===== src/rtl/fifo_ctrl_pkg.sv =====
// Shared constants and width helpers for the fifo_ctrl RAM front-end.
package fifo_ctrl_pkg;

    localparam int unsigned FIFO_BUF_DEPTH = 2;
    localparam int unsigned BUF_COUNT_BITS = $clog2(FIFO_BUF_DEPTH + 1);

    // Pointers carry one extra wrap bit above the RAM address.
    function automatic int unsigned ptr_bits(input int unsigned address_bits);
        return address_bits + 1;
    endfunction

    // Total occupancy reaches 2**address_bits + FIFO_BUF_DEPTH.
    function automatic int unsigned count_bits(input int unsigned address_bits);
        return address_bits + 2;
    endfunction

endpackage


===== src/rtl/fifo_ctrl_out_buf.sv =====
// Two-entry output buffer: absorbs RAM read data and presents a stable head word.
module fifo_ctrl_out_buf
    import fifo_ctrl_pkg::*;
#(
    parameter int unsigned DATA_BITS = 8
) (
    input  logic                      clock,
    input  logic                      reset,
    input  logic                      capture,
    input  logic [DATA_BITS-1:0]      capture_data,
    input  logic                      ready,
    output logic                      valid,
    output logic [DATA_BITS-1:0]      data,
    output logic [BUF_COUNT_BITS-1:0] level
);

    logic [DATA_BITS-1:0]      head;
    logic [DATA_BITS-1:0]      tail;
    logic [DATA_BITS-1:0]      head_next;
    logic [DATA_BITS-1:0]      tail_next;
    logic [BUF_COUNT_BITS-1:0] level_next;
    logic [BUF_COUNT_BITS-1:0] level_after_pop;
    logic                      pop;

    assign valid = (level != '0);
    assign pop   = valid & ready;
    assign data  = head;

    // Pop shifts tail into head; a capture lands in the first free slot after the pop.
    always_comb begin
        head_next       = head;
        tail_next       = tail;
        level_after_pop = level - BUF_COUNT_BITS'(pop);
        level_next      = level_after_pop + BUF_COUNT_BITS'(capture);
        if (pop) begin
            head_next = tail;
        end
        if (capture) begin
            if (level_after_pop == '0) begin
                head_next = capture_data;
            end else begin
                tail_next = capture_data;
            end
        end
    end

    always_ff @(posedge clock) begin
        if (reset) begin
            level <= '0;
            head  <= '0;
            tail  <= '0;
        end else begin
            level <= level_next;
            head  <= head_next;
            tail  <= tail_next;
        end
    end

endmodule


===== src/rtl/fifo_ctrl.sv =====
// FIFO controller driving a dual-port RAM, with a 2-entry buffer hiding read latency.
module fifo_ctrl
    import fifo_ctrl_pkg::*;
#(
    parameter int unsigned ADDRESS_BITS = 4,
    parameter int unsigned DATA_BITS    = 8
) (
    input  logic                                clock,
    input  logic                                reset,
    input  logic                                in_valid,
    output logic                                in_ready,
    input  logic [DATA_BITS-1:0]                in_data,
    output logic                                out_valid,
    input  logic                                out_ready,
    output logic [DATA_BITS-1:0]                out_data,
    output logic [count_bits(ADDRESS_BITS)-1:0] count,
    output logic                                write,
    output logic [ADDRESS_BITS-1:0]             address_in,
    output logic [ADDRESS_BITS-1:0]             address_out,
    output logic [DATA_BITS-1:0]                data_in,
    input  logic [DATA_BITS-1:0]                data_out
);

    localparam int unsigned PW       = ptr_bits(ADDRESS_BITS);
    localparam int unsigned CW       = count_bits(ADDRESS_BITS);
    localparam int unsigned DEPTH    = 1 << ADDRESS_BITS;
    localparam int unsigned OCC_BITS = BUF_COUNT_BITS + 1;

    logic [PW-1:0]             wr_ptr;
    logic [PW-1:0]             rd_ptr;
    logic [PW-1:0]             wr_ptr_next;
    logic [PW-1:0]             rd_ptr_next;
    logic [PW-1:0]             ram_count;
    logic [PW-1:0]             ram_count_next;
    logic                      inflight;
    logic                      push;
    logic                      pop;
    logic                      issue;
    logic [OCC_BITS-1:0]       occupancy;
    logic [BUF_COUNT_BITS-1:0] buf_level;
    logic [BUF_COUNT_BITS-1:0] buf_level_next;
    logic [CW-1:0]             count_next;

    // Words committed to RAM but not yet issued; the wrap bit separates full from empty.
    assign ram_count = wr_ptr - rd_ptr;

    assign in_ready    = !reset && (ram_count < PW'(DEPTH));
    assign push        = in_valid & in_ready;
    assign pop         = out_valid & out_ready;
    assign write       = push;
    assign address_in  = wr_ptr[ADDRESS_BITS-1:0];
    assign address_out = rd_ptr[ADDRESS_BITS-1:0];
    assign data_in     = in_data;

    // Only issue a read when its data is guaranteed a buffer slot on arrival.
    assign occupancy = OCC_BITS'(buf_level) + OCC_BITS'(inflight);
    assign issue     = (ram_count != '0)
                    && (occupancy < OCC_BITS'(FIFO_BUF_DEPTH) + OCC_BITS'(pop));

    always_comb begin
        wr_ptr_next    = wr_ptr + PW'(push);
        rd_ptr_next    = rd_ptr + PW'(issue);
        ram_count_next = wr_ptr_next - rd_ptr_next;
        buf_level_next = buf_level + BUF_COUNT_BITS'(inflight) - BUF_COUNT_BITS'(pop);
        count_next     = CW'(ram_count_next) + CW'(issue) + CW'(buf_level_next);
    end

    always_ff @(posedge clock) begin
        if (reset) begin
            wr_ptr   <= '0;
            rd_ptr   <= '0;
            inflight <= 1'b0;
            count    <= '0;
        end else begin
            wr_ptr   <= wr_ptr_next;
            rd_ptr   <= rd_ptr_next;
            inflight <= issue;
            count    <= count_next;
        end
    end

    fifo_ctrl_out_buf #(
        .DATA_BITS (DATA_BITS)
    ) u_out_buf (
        .clock        (clock),
        .reset        (reset),
        .capture      (inflight),
        .capture_data (data_out),
        .ready        (out_ready),
        .valid        (out_valid),
        .data         (out_data),
        .level        (buf_level)
    );

endmodule


===== config.mk =====
export PLATFORM = sky130hd
export DESIGN_NAME = fifo_ctrl
export DESIGN_NICKNAME = d
export VERILOG_FILES = /design/src/rtl/fifo_ctrl_pkg.sv /design/src/rtl/fifo_ctrl_out_buf.sv /design/src/rtl/fifo_ctrl.sv
export SDC_FILE = /design/constraint.sdc
export NUM_CORES = 1
export LEC_CHECK = 0
export CAP_MARGIN = 20
export CORE_AREA = 8 8 73 81
export DETAILED_ROUTE_END_ITERATION = 16
export DIE_AREA = 0 0 81 89
export HOLD_SLACK_MARGIN = 0.1
export PLACE_DENSITY = 0.75
export SYNTH_ARGS = -nofsm -noshare
export SYNTH_HDL_FRONTEND = slang
export SYNTH_SLANG_ARGS = --single-unit

===== constraint.sdc =====
create_clock -name clock -period 7.65 [get_ports clock]
set_input_delay 1.53 -clock clock [delete_from_list [all_inputs] [get_ports clock]]
set_output_delay 1.53 -clock clock [all_outputs]
set_load 0.02 [all_outputs]

==> impl_metrics.json <==
{
  "io_pins": 53,
  "core_mm2": 0.004554,
  "nFillCells": 436,
  "grt_pass1_vias": 1436,
  "timing.slew.headroom_pct": 59.93,
  "fp-row-count": 26,
  "final_nets": 271,
  "antenna_found_initial": 0,
  "drtIter0Drc": 59,
  "critPathMaxStageDelay_ns": 0.68,
  "syn-num-nets": 249,
  "worstHoldPathType": "reg2reg",
  "slew_viol_final": 0,
  "setup.reg_to_reg.worst_slack_ns": 3.61,
  "clk_pin_slew_ns": 0.07,
  "max_freq_mhz": 209.9,
  "pre_cts_slack_ns": 2.604,
  "synthFlopType": "dfxtp_1",
  "fp.dieH_um": 89,
  "ys_seq_elements": 35,
  "clkLatencyLatePin_ns": 0.29,
  "grt-ovfl-total": 0,
  "fin_crit_ns": 4.764,
  "path_buf_inv": 3,
  "die_area_mm2": 0.007209,
  "synth_edf_count": 0,
  "critical_path_required_ns": 6.12,
  "vias_per_cell": 4.871,
  "yosysUniqueCellTypes": 33,
  "yosys-top-cells-area": "dfxtp_1 36%, ha_1 11%, mux2i_1 8.1%, buf_4 6.1%, nor2_1 5.5%",
  "cts_max_level": 2,
  "grt_usage_pct": 11.28,
  "synth_top_area_share_pct": 35.60,
  "worst_path_max_delay_cell": "clkdlybuf4s50_1",
  "grt_max_degree": 38,
  "status": "complete, no violations",
  "cp_common_cell": "clkdlybuf4s50_1",
  "critPathArrivalTime_ns": 3.23,
  "grt_pass1_wl_mm": 6.417,
  "die_w_um": 81,
  "drt_pre_antenna_iters": 4,
  "root_buffer": "clkbuf_8",
  "synth_largest_area_cell": "dfxtp_1",
  "antenna_cells": 0,
  "fin_tns_setup_ns": 0,
  "worst_setup_path_end_kind": "output pin",
  "drt_drc_violations_left": 0,
  "setup.worst_path.class": "in2out",
  "synthCells": 208,
  "fin_crit_sh_pct": 62.27,
  "rsz0062_at_grt": "no",
  "synth.avg_cell_area_um2": 9.462,
  "critical_path.top_delay_family": "buffers and inverters",
  "p_leak_nw": 0.9980,
  "power_density_mw_per_mm2": 480.9,
  "synth.top_cells.by_count": "35 x dfxtp_1, 29 x nor2_1, 18 x ha_1",
  "hpwl_mm": 2.786,
  "ys_warn_count": 0,
  "initial_core_util_pct": 43.21,
  "hold_buffers": 0,
  "synth.most_common_cell": "dfxtp_1",
  "tritoncts": "yes",
  "tightest_slew_ns": 0.5993,
  "clkSinkCount": 35,
  "worst_slack_ns": 2.886,
  "crit_chain": "clkdlybuf4s50_1 -> buf_4 -> nor3b_1 -> clkdlybuf4s50_1",
  "ys_seq_area_share_pct": 35.60,
  "skew_ns": 0.007082,
  "io_buffers": 36,
  "finalHoldViolCount": 0,
  "drv_cap": 0,
  "routed_wirelength_mm": 3.754,
  "vias": 1398,
  "wl_per_cell_um": 13.08,
  "gp_congestion": 0.7531,
  "ir_drop_mv": 0.3006,
  "area_growth_pct": 19.52,
  "drive_gt1_share_pct": 5.628,
  "cp_max_fo": 37,
  "finalSetupViolations": 0,
  "numCtsBuffers": 5,
  "start_kind": "primary input",
  "postCtsSetupBuffers": 0,
  "cts_resized": 0,
  "cts.path.max_buffers": 2,
  "synthArstFlopShare_pct": 0,
  "antenna_left": 0,
  "syn_area_mm2": 0.001968
}
sequential cells by signal, summed over array words and instances, names as in the netlist:
name,flops
rd_ptr,5
u_out_buf.tail,8
inflight,1
u_out_buf.data,8
u_out_buf.level,2
count,6
wr_ptr,5
cell families (layout without fill, tap and decap cells):
group           after synthesis  after routing  synth area share (%)
compound gates               19             19                 7.057
xor+xnor                     19             19                 9.536
fa+ha+maj                    21             21                 14.49
buf+inv                      38             61                 10.30
flops                        35             35                 35.60
mux                          16             16                 8.137
simple gates                 60             60                 14.88
final timing paths:
path | endpoint | cells past startpoint | from
hold reg to reg | u_out_buf.tail[6] | 2 | u_out_buf.tail[6]
setup / recovery | write | 4 | reset
hold / removal | u_out_buf.tail[6] | 2 | u_out_buf.tail[6]
setup reg to reg | count[4] | 15 | rd_ptr[1]
tightest hold or removal path: stages (launching register included):
cell and delay (ns):
dfxtp_1 0.33, mux2i_1 0.06, nor2_1 0.07
layer usage:
layer	up-vias	routed length (um)	GRT usage, %
met5	-	0	0
met1	649	1728	13.41
li1	720	-	-
met2	24	1764	17.74
met4	0	82	6.179
met3	5	179	3.421
through the flow:
| stage | total power, mW | instances | util, % | instance area, um^2 | hold slack [ns] |
|---|---|---|---|---|---|
| after CTS | 1.147 | 287 | 51.65 | 2352 | 0.5013 |
| after global routing | 1.267 | 287 | 51.65 | 2352 | 0.5310 |
| final | 1.131 | 287 | 51.65 | 2352 | 0.4989 |
| after global placement | 1.000 | 279 | 49.78 | 2267 | 0.4730 |
| after detailed placement | 1.007 | 279 | 49.78 | 2267 | 0.4815 |
| after floorplan | 0.8344 | 208 | - | 1968 | 0.4596 |
cell usage in the layout, fill, tap and decap left out, types with 2 or more instances in the layout:
cell	n
clkbuf_8	5
dfxtp_1	35
a211oi_1	8
nor2b_1	10
nand3_1	6
nand2_1	6
nor3b_1	2
a21oi_1	2
o21ai_0	3
ha_1	18
nor2_1	29
fa_1	3
xor2_1	8
mux2i_1	16
buf_4	2
clkdlybuf4s50_1	36
xnor2_1	9
inv_1	15
area by class of cell:
| class | instances | area (um^2) | area share [%] |
|---|---|---|---|
| multi-input cells | 135 | 1065 | 45.27 |
| flip-flops and latches | 35 | 700.7 | 29.79 |
| repair buffers | 38 | 375.4 | 15.96 |
| clock buffers | 6 | 72.57 | 3.085 |
| well taps | 56 | 70.07 | 2.979 |
| inverters | 15 | 56.30 | 2.394 |
| clock inverters | 2 | 12.51 | 0.5319 |
report_power, final:
| group | total [mW] | switching, mW | leakage, nW | internal [mW] |
|---|---|---|---|---|
| clock network | 0.131 | 0.0678 | 0.0412 | 0.0636 |
| logic | 0.727 | 0.374 | 0.670 | 0.353 |
| registers | 0.273 | 0.0323 | 0.287 | 0.241 |
| total | 1.13 | 0.474 | 0.998 | 0.657 |
No activity file was read; power rests on OpenSTA's default activity.
==> RTL change 1 (same settings) <==
Set the parameter `ADDRESS_BITS` to 3 (it was 4).
--- a/src/rtl/fifo_ctrl.sv
+++ b/src/rtl/fifo_ctrl.sv
@@ -2,7 +2,7 @@
 module fifo_ctrl
     import fifo_ctrl_pkg::*;
 #(
-    parameter int unsigned ADDRESS_BITS = 4,
+    parameter int unsigned ADDRESS_BITS = 3,
     parameter int unsigned DATA_BITS    = 8
 ) (
     input  logic                                clock,
Interface: changed (resized address_in, address_out and count); port bits go from 53 to 50. The function was not compared with the original's and may differ.
==> RTL change 1 against the unedited design <==
- global-route usage down 1.0 points
- sequential cell count down 3
- cell area down 5.6%
- total power down 2.2%
- synthesized area down 6.7%
- wire length down 5.0%
- setup slack better by 120 ps
- sequential power down 5%
==> RTL change 1: results (changes against the unedited design) <==
Setup Skew 3.28 ps (-3.80 ps); Placer Congestion 0.729 (-3.2%); Hold Crit Class reg -> reg; worst r2r path cells 17 (+2); Worst setup endpoint write; CP arrival 3110 ps (-120 ps); share of cells above drive strength 1 7.94% (+2.3 points); largest net degree at the start of global routing 37 (-2.6%); vias in the first global route 1336 (-7.0%); Final Routed Wirelength 3570 um (-5.0%); Final Non-Filler Cells 270 (-5.9%); synthesized netlist cell count 192 (-7.7%); CP Max Fanout 36 (-2.7%); yosys warns 0 (unchanged); clock buffer depth 2 (unchanged); WHS 493 ps (-5.99 ps); synth top area cells dfxtp_1, ha_1, mux2i_1; Reg2Reg Launch Point rd_ptr[1]$_SDFF_PP0_; Leak Pwr 0.960 nW (-3.8%); Setup crit start reset; first-pass GRT wire length 5780 um (-9.9%); HPWL after DPL 2610 um (-6.2%); Remaining Overflow, GRT 0 (unchanged); outcome complete, no violations; DR iter-0 viols 49 (-17%); Worst-path clk slew 60 ps; Reg2Reg Setup Slack 3590 ps (-20 ps); Post-synth top cells dfxtp_1, nor2_1, ha_1; H-tree levels 2 (unchanged); Resized cells post-CTS 0 (unchanged); post-placement cell count 261 (-6.5%); Buffers on Ports 33 (-8.3%); RR Endpoint count[3]$_SDFF_PP0_; DRC 0 (unchanged); Slew headroom 33.7% (-26 points); Avg Vias per Cell 4.67 (-4.1%); syn nets 233 (-6.4%); fillers 423 (-3.0%); peak supply drop 0.000234 V (-22%); Skew-Pair Late Insertion Delay 280 ps; placed cell area 2100 um2 (-7.2%); Yosys cell types 36 (+9.1%); drt first pass iters 4 (unchanged); gr usage total 10.3% (-1.0 points); nets@finish 254 (-6.3%); sequential cell area fraction in the yosys report 34.9% (-0.72 points)
## RTL change 1: routing by layer
metal	track usage (%)	share of wire, %	wire length, um	vias up
met5	0	0	0	-
met4	5.53	2.0	72	0
met3	3.52	4.5	159	7
met2	18.5	51	1820	17
met1	10.1	43	1520	569
li1	-	-	-	668
## RTL change 1: report_power, final
part	internal, mW	switching [mW]	leakage (nW)
Sequential	0.226	0.0340	0.262
Combinational	0.331	0.357	0.643
Clock	0.0966	0.0608	0.0552
## RTL change 1: worst min path at each step
stage | start | end | cells past startpoint
3_5_place_dp | u_out_buf.tail[1]$_SDFFE_PP0P_ | u_out_buf.tail[1]$_SDFFE_PP0P_ | 2
3_3_place_gp | u_out_buf.tail[5]$_SDFFE_PP0P_ | u_out_buf.tail[5]$_SDFFE_PP0P_ | 2
5_1_grt | u_out_buf.tail[6]$_SDFFE_PP0P_ | u_out_buf.tail[6]$_SDFFE_PP0P_ | 2
6_report | u_out_buf.tail[1]$_SDFFE_PP0P_ | u_out_buf.tail[1]$_SDFFE_PP0P_ | 2
4_1_cts | u_out_buf.tail[1]$_SDFFE_PP0P_ | u_out_buf.tail[1]$_SDFFE_PP0P_ | 2
2_1_floorplan | u_out_buf.tail[0]$_SDFFE_PP0P_ | u_out_buf.tail[0]$_SDFFE_PP0P_ | 2
## RTL change 1: cells by family (layout without fill, tap and decap cells)
logic type	count (synthesis)	count (layout)	share of synthesized area [%]
AND/OR/NAND/NOR	54	54	15.3
buffers and inverters	37	59	10.9
flip-flops	32	32	34.9
adder cells (fa/ha/maj)	21	21	15.9
AO/OA/AOI/OAI	21	21	8.17
multiplexers	16	16	8.72
XOR/XNOR	11	11	6.06
## RTL change 1: through the flow
stage | utilization, % | worst slack [ps]
detailed placement | 46.2 | 2440
finish | 48.7 | 3010
floorplan | - | 3100
global route | 48.7 | 2900
CTS | 48.6 | 2720
global placement | 46.2 | 2560
## RTL change 1: critical path, stage by stage
cell,delay (ps)
clkdlybuf4s50_1,390
buf_4,250
nor3b_1,280
clkdlybuf4s50_1,660
## RTL change 1: cell type report
type                    instances  area share, %
clock buffers                   6           3.27
clock inverters                 2           1.58
inverters                      16           2.71
multi-input cells             123           44.9
flip-flops and latches         32           28.9
well taps                      56           3.16
repair buffers                 35           15.6
==> RTL change 2 (config.mk and constraints unchanged) <==
Made on the original files. Register the output `count` once more, with the module's reset; this adds one clock of latency there. The other outputs are not delayed to match.
--- a/src/rtl/fifo_ctrl.sv
+++ b/src/rtl/fifo_ctrl.sv
@@ -25,6 +25,8 @@
     localparam int unsigned CW       = count_bits(ADDRESS_BITS);
     localparam int unsigned DEPTH    = 1 << ADDRESS_BITS;
     localparam int unsigned OCC_BITS = BUF_COUNT_BITS + 1;
+
+    logic [count_bits(ADDRESS_BITS)-1:0] count_s0;
 
     logic [PW-1:0]             wr_ptr;
     logic [PW-1:0]             rd_ptr;
@@ -70,12 +72,12 @@
             wr_ptr   <= '0;
             rd_ptr   <= '0;
             inflight <= 1'b0;
-            count    <= '0;
+            count_s0 <= '0;
         end else begin
             wr_ptr   <= wr_ptr_next;
             rd_ptr   <= rd_ptr_next;
             inflight <= issue;
-            count    <= count_next;
+            count_s0 <= count_next;
         end
     end
 
@@ -92,5 +94,13 @@
         .level        (buf_level)
     );
 
+    always_ff @(posedge clock) begin
+        if (reset) begin
+            count <= '0;
+        end else begin
+            count <= count_s0;
+        end
+    end
+
 endmodule
 
Formal check against the unedited RTL: not equivalent (a bounded check fails within 4 cycles, from zero or initial values and one cycle with reset high).
==> RTL change 2 against the unedited design <==
- wire length fell by 0.11%
- total power is 7.3% higher
- highest routed layer unchanged
- cell area is 7.8% higher
- first-iteration DRC count is 20% lower
- clock skew down 1.5 ps
- setup slack lost 440 ps
- synthesized area up 8.1%
- sequential cell count rose by 6
- non-clock buffer count is 1 lower
- die area unchanged
- clock power rose by 36%
- hold slack worse by 60 ps
- sequential power grew 13%
==> RTL change 2: results (changes against the unedited design) <==
outcome complete, no violations; multiplexer share of the synthesized area 7.52% (-0.61 points); CP arrival 3670 ps (+440 ps); synth top area cells dfxtp_1, ha_1, mux2i_1; Worst Hold Depth 1 (-1); Leak Pwr 1.06 nW (+6.0%); slowest cell delay on critical path 750 ps (+70 ps); syn nets 262 (+5.2%); Reg2Reg Setup Slack 3710 ps (+100 ps); #FFs+latches synth 41 (+17%); Yosys cell types 34 (+3.0%); Setup Skew 5.54 ps (-1.55 ps); HPWL after DPL 2930 um (+5.1%); multi-input combinational area share 43.2% (-2.0 points); DR iter-0 viols 47 (-20%); peak supply drop 0.000285 V (-5.2%); post-placement cell count 290 (+3.9%); met2 WL 1790 um (+1.6%); synthesized netlist cell count 221 (+6.3%); pre-CTS setup slack 2440 ps (-169 ps); CP Max Fanout 24 (-35%); WL met3 322 um (+80%); worst r2r path cells 17 (+2); Signal buf overhead 14.5% (-1.4 points); vias in the first global route 1486 (+3.5%); largest net degree at the start of global routing 25 (-34%); clock network area share 4.74% (+1.1 points); xor and xnor area share after synthesis 9.41% (-0.13 points); Min-Delay Startpoint count_s0[3]$_SDFF_PP0_; fillers 425 (-2.5%); Final Routed Wirelength 3750 um (-0.11%); Multi-Input Combinational 140 (+3.7%); share of cells above drive strength 1 6.20% (+0.57 points); gr usage total 11.1% (-0.15 points); fraction of area in registers 32.4% (+2.6 points); placed cell area 2410 um2 (+6.5%); nets@finish 282 (+4.1%); RR Endpoint count_s0[4]$_SDFF_PP0_; Synth Area in Compound Gates 6.41% (-0.65 points)
-- RTL change 2: metal layers --
| layer | vias to the layer above | global-route usage (%) |
|---|---|---|
| li1 | 746 | - |
| met1 | 680 | 11.8 |
| met2 | 37 | 19.4 |
| met3 | 6 | 4.33 |
| met4 | 0 | 4.39 |
| met5 | - | 0 |
-- RTL change 2: worst max-delay path by stage --
stage | depth (start not counted) | endpoint | slack, ps | start
floorplan | 11 | count_s0[4]$_SDFF_PP0_ | 3080 | reset
global placement | 4 | write | 2470 | reset
detailed placement | 4 | write | 2440 | reset
CTS | 4 | write | 2430 | reset
global route | 4 | write | 2190 | reset
finish | 4 | write | 2450 | reset
-- RTL change 2: power groups by stage --
stage                     clock [mW]  combinational, mW  sequential [mW]
after floorplan                    0              0.552            0.338
after global placement             0              0.723            0.314
after detailed placement           0              0.739            0.314
after CTS                      0.184              0.742            0.310
after global routing           0.190              0.821            0.317
final                          0.178              0.727            0.309
